<file path="src/rtl/pending_request_encoder.sv">
// Sticky pending-request collector with a lowest-index-first priority encoder.
// Event sources set pending bits; the consumer drains them one index at a time.
module pending_request_encoder #(
    parameter int width = 3
) (
    input  logic                  clk,
    input  logic                  reset,
    input  logic                  enable,
    input  logic [(1<<width)-1:0] req_in,
    input  logic [(1<<width)-1:0] mask,
    input  logic                  ack,
    input  logic                  clear_all,
    output logic [(1<<width)-1:0] pending,
    output logic                  valid,
    output logic [width-1:0]      index
);

    localparam int N = 1 << width;

    // Handshake: index is offered while valid=1. The offer is taken when
    // ack=1 and valid=1 on an enabled edge; ack at any other time is ignored.

    logic [N-1:0]     pending_q, pending_d;
    logic             valid_q, valid_d;
    logic [width-1:0] index_q, index_d;
    logic [N-1:0]     clr;
    logic [N-1:0]     eligible;

    always_comb begin
        clr       = '0;
        pending_d = '0;
        eligible  = '0;
        valid_d   = 1'b0;
        index_d   = '0;

        if (ack && valid_q) begin
            clr[index_q] = 1'b1;
        end
        // Set is OR-ed after the clear, so a re-arriving request survives its ack.
        pending_d = clear_all ? '0 : ((pending_q & ~clr) | req_in);
        eligible  = pending_d & ~mask;
        valid_d   = |eligible;

        // Scan high to low so the lowest set bit is the last one written.
        for (int i = N - 1; i >= 0; i--) begin
            if (eligible[i]) begin
                index_d = width'(i);
            end
        end
    end

    always_ff @(posedge clk or posedge reset) begin
        if (reset) begin
            pending_q <= '0;
            valid_q   <= 1'b0;
            index_q   <= '0;
        end else if (enable) begin
            pending_q <= pending_d;
            valid_q   <= valid_d;
            index_q   <= index_d;
        end
    end

    assign pending = pending_q;
    assign valid   = valid_q;
    assign index   = index_q;

endmodule

</file>
<file path="config.mk">
export PLATFORM = sky130hd
export DESIGN_NAME = pending_request_encoder
export DESIGN_NICKNAME = d
export VERILOG_FILES = /design/src/rtl/pending_request_encoder.sv
export SDC_FILE = /design/constraint.sdc
export NUM_CORES = 1
export LEC_CHECK = 0
export BUFFER_PORTS_ARGS = -buffer_cell sky130_fd_sc_hd__clkbuf_2
export CORE_MARGIN = 5
export CORE_UTILIZATION = 51
export DETAILED_ROUTE_END_ITERATION = 6
export HOLD_SLACK_MARGIN = 0.06
export PLACE_DENSITY_LB_ADDON = 0.15
export SLEW_MARGIN = 15
export SYNTH_ARGS = -nofsm -noshare
export SYNTH_HDL_FRONTEND = slang
export SYNTH_SLANG_ARGS = --single-unit
</file>
<file path="constraint.sdc">
create_clock -name clk -period 3.6 [get_ports clk]
set_input_delay 0.54 -clock clk [delete_from_list [all_inputs] [get_ports clk]]
set_output_delay 0.54 -clock clk [all_outputs]
set_load 0.005 [all_outputs]
</file>
* Yosys cells after proc, flatten, opt, wreduce, memory -nomap -nowiden
Cells that the tools add are included.
Word-level totals: register bits 12, input port bits 21, output and inout bits 12, word-level logic and storage cells 25
Cells by class: order comparisons 2, multiplexer cells 12, bitwise gates (word level) 5, reduce and logical (&&, ||, !) cells 3
Operators by type and width (number):
- $mux 3 | 8
- $and 8x8->8 | 2
- $mux 8 | 2
- $not 8->8 | 2
- $or 8x8->8 | 1
- $reduce_or 8->1 | 1
- $lt 3x4->1 const B | 1
- $demux 1 s3 | 1
- $ge 3x1->1 const B | 1
- $logic_and 1x1->1 | 2
- $mux 1 | 1

* Longest topological paths before layout
word-level depth 18, depth in mapped cells 6, gate-level depth less buffers 4

* Least setup slack after synthesis
No wires, ideal clock.
path kind input to register, from in ack, to reg valid_q, in the netlist valid, library setup time 129 ps, arrival 1624 ps, data required time 3471 ps, setup slack 1847 ps, stages 4, buffers on the path 0, cells stage by stage nand3b_4 o311a_1 or2_0 o41a_1
Between the ends: longest elaborated chain between the ends 8
Ends and longest elaborated chain:
- start: declaration | RTL line 11 | input logic ack,
- $logic_and 1x1->1 | RTL line 36 | if (ack && valid_q) begin
- $mux 8 | RTL line 36
- $not 8->8 | RTL line 40 | pending_d = clear_all ? '0 : ((pending_q & ~clr) | req_in);
- $and 8x8->8 | RTL line 40
- $or 8x8->8 | RTL line 40
- $mux 8 | RTL line 40
- $and 8x8->8 | RTL line 41 | eligible = pending_d & ~mask;
- $reduce_or 8->1 | RTL line 42 | valid_d = |eligible;
- end signal: assignment | RTL line 59 | valid_q <= valid_d;
- end: declaration | RTL line 24 | logic valid_q, valid_d;
No other way between the ends. A chain may end at the register's enable or synchronous reset.

* Final worst setup path
from reg index_q[0], in the netlist index[0], to reg valid_q, in the netlist valid
Between the ends: longest elaborated chain between the ends 11, elaborated cells between the ends (all ways) 12, those cells by class 2 x order compare; 4 x mux; 4 x bitwise; 2 x reduce/logical
Ends and longest elaborated chain:
- start: declaration | RTL line 25 | logic [width-1:0] index_q, index_d;
- start signal: assignment | RTL line 60 | index_q <= index_d;
- $lt 3x4->1 (not written as such) / $ge 3x1->1 (equally long branches) | RTL line 37 | clr[index_q] = 1'b1;
- $logic_and 1x1->1 (not written as such) | RTL line 37
- $mux 1 (not written as such) | RTL line 37
- $demux 1 s3 (*) | RTL line 37
- $mux 8 (*) | RTL line 36
- $not 8->8 (*) | RTL line 40
- $and 8x8->8 (*) | RTL line 40
- $or 8x8->8 (*) | RTL line 40
- $mux 8 (*) | RTL line 40
- $and 8x8->8 (*) | RTL line 41
- $reduce_or 8->1 (*) | RTL line 42
Every way passes the cells marked *; elsewhere a longest branch is shown, timed or not.

==> implementation parameters <==
Parameter                              Value

Status
  Outcome    finished, final reports clean

Critical path
  Worst endpoint data arrival time    2.02 ns
  Critical path capture point type    flip-flop
  Worst setup path class    reg -> reg
  Maximum fanout along the worst path    7
  Kind of start point of the critical path    flip-flop
  Critical path required time    3.77 ns
  Cells on worst reg2reg path    4

Power and ir drop
  Leakage power    0.489 nW
  Total power density per cell area    404 nW/um^2
  IR drop worst, VDD    ~0.24 mV

Die
  Number of cell rows    15
  Area inside the core boundary    1670 um^2
  Die Outline Area    2650 um^2
  I/O pin count    33
  Height of the die    51.4 um
  Initial Utilization    0.524
  Die outline width    51.4 um

CTS
  CTS Sinks    12
  Clock-pin transition on the worst setup and hold timing paths    0.08 ns
  Root Buffer    sky130_fd_sc_hd__clkbuf_4
  Post-CTS resize count    0
  Clock tree from TritonCTS    done
  Count of hold-fix buffers inserted at cts    0
  Insertion delay to the later sink of the worst-skew pair    approximately 0.28 ns
  Post CTS Setup Buffer Count    0
  Number of buffers inserted during clock tree synthesis    3
  Maximum level of the CTS H-tree    1
  Maximum root-to-sink buffer count    2

Global route
  Largest net degree at the start of global routing    24
  Global-route usage over all layers    0.184
  Number of antenna violations at the first check in global routing    0
  GR Overflow Total    0
  Wire length of the first global-routing pass    3.66 mm
  Number of global-route vias before repair    around 870

Timing
  Final Critical Period    1.85 ns
  Pins over their slew limit    0
  Final Hold Fails    0
  Final clock skew    ~0.0013 ns
  Final setup viols    0
  Setup repair after global routing missed its margin    no
  Slew headroom    0.684
  Maximum clock rate    540 MHz
  Post-route clock period utilization    0.515
  Slew @ Worst Pin    0.474 ns
  Worst setup slack after layout    1.75 ns
  Setup tns final    0 ns

Worst hold path
  Path type of the worst min-delay path    in -> async

Logic synthesis
  Synthesized area    876 um^2
  Combinational family with the most area after synthesis    compound AO/OA/AOI/OAI gates
  Primary flip-flop cell chosen by synthesis mapping    sky130_fd_sc_hd__dfrtp_1
  Number of enable flip-flop cells after synthesis    0
  Share of synthesized cell area in full adder, half adder and majority cells    0
  Compound-gate portion of the synthesized area    0.359
  Synth Net Count    120
  Post-synthesis cell type count    34
  Flip-flop and latch count after synthesis    12
  Share of cell area taken by muxes after synthesis    0
  Async set-or-reset flop fraction in the synthesized netlist    1.00
  Post-synthesis instance total    99
  Xor/xnor share of the synthesized area    0
  Share of synthesized cell area in and, or, nand and nor gates    0.249
  Warnings from Yosys    0
  Syn_area_per_cell    8.85 um^2
  Sequential area share after synthesis    0.343

Cells and area
  Commonest cells after routing, fill and taps aside    32 x sky130_fd_sc_hd__clkbuf_2, 12 x sky130_fd_sc_hd__nor2_1, 12 x sky130_fd_sc_hd__dfrtp_1
  Area added between synthesis and finish    22.9%
  Share of final-layout standard cells stronger than drive strength 1    0.366
  Final #Nets    153
  Most common library cell in the layout ignoring fill and taps    sky130_fd_sc_hd__clkbuf_2
  Diodes inserted    0

Routing
  Final ANT Viol Nets    0
  Detailed Route Iter0 Violations    25
  Via count of the routed design    just under 900
  Number of remaining DRC errors    0
  Per-cell routed wire length    14.5 um
  Total detailed-routing wirelength    2.15 mm
  Number of detailed-route iterations in the first pass    5
  DR vias/cell    5.91

Placed design
  Routability-driven placement congestion ratio    0.849
  Post-Place Worst Slack    1.61 ns
  Port buffer count    32
  Final HPWL DP    1.65 mm

Flow run
  Max-cap violations    0
## layout make-up
type	instances	area, um^2
Multi-Input combinational cell	76	532
Sequential cell	12	300
Timing Repair Buffer	32	160
Fill cell	149	594
Tap cell	17	21.3
Inverter	7	26.3
Clock buffer	4	36.3
## cell usage after synthesis (all sizes together) (2+ instances only)
| cell type | number | area, um^2 |
|---|---|---|
| dfrtp | 12 | 300 |
| nor2 | 12 | 45.0 |
| or2 | 11 | 68.8 |
| inv | 7 | 26.3 |
| o311a | 6 | 61.3 |
| o21ai | 5 | 25.0 |
| o22ai | 5 | 31.3 |
| o311ai | 5 | 61.3 |
| a21oi | 4 | 20.0 |
| nand2b | 4 | 25.0 |
| a22o | 3 | 26.3 |
| o21a | 3 | 22.5 |
| a21boi | 2 | 15.0 |
| buf | 2 | 10.0 |
| clkbuf | 2 | 7.51 |
| nand3 | 2 | 15.0 |
| nand4 | 2 | 12.5 |
| nor2b | 2 | 12.5 |
## critical path, stage by stage (launching register included)
cell and delay (ns):
sky130_fd_sc_hd__dfrtp_1 0.44, sky130_fd_sc_hd__nand2b_1 0.26, sky130_fd_sc_hd__o311a_1 0.39, sky130_fd_sc_hd__or2_0 0.26
sky130_fd_sc_hd__o41a_1 0.40
## per-layer routing
layer | share of wire | track usage | routed length, um
met1 | 0.45 | 0.230 | 975
met2 | 0.47 | 0.309 | 1000
met3 | 0.066 | 0.0408 | 142
met4 | 0.012 | 0.0655 | 25
met5 | 0 | 0 | 0
## report_power, final
part / internal (mW) / switching, mW / leakage [nW]
sequential: 0.156 / 0.0231 / 0.145
clock: 0.0616 / 0.0489 / 0.0210
combinational: 0.0698 / 0.0754 / 0.323
## final timing paths
| check | start | slack, ns | endpoint |
|---|---|---|---|
| setup / recovery | index[0] | 1.75 | valid |
| hold / removal | reset | 0.24 | pending[4] |
| setup reg to reg | index[0] | 1.75 | valid |
| hold reg to reg | pending[7] | 0.53 | pending[7] |
| max in group asynchronous | reset | 3.04 | valid |
| min in group clk | req_in[5] | 0.51 | pending[5] |
## metrics by stage
stage          hold WS [ns]  total power [mW]  cells   util  cell area [um^2]
2_1_floorplan         0.405             0.272     99      -               876
4_1_cts               0.268             0.438    148  0.644              1080
6_report              0.242             0.435    148  0.644              1080
5_1_grt               0.300             0.466    148  0.644              1080
3_5_place_dp          0.514             0.327    144  0.622              1040
3_3_place_gp          0.501             0.324    144  0.622              1040
## cells by family after synthesis
logic type	Yosys count
AO/OA/AOI/OAI	39
AND/OR/NAND/NOR	37
flip-flops	12
buffers and inverters	11
## flip-flops by register name, summed over array words and instances, names as in the netlist
register / cells
index: 3
pending: 8
valid: 1
(Power assumes the default switching activity.)
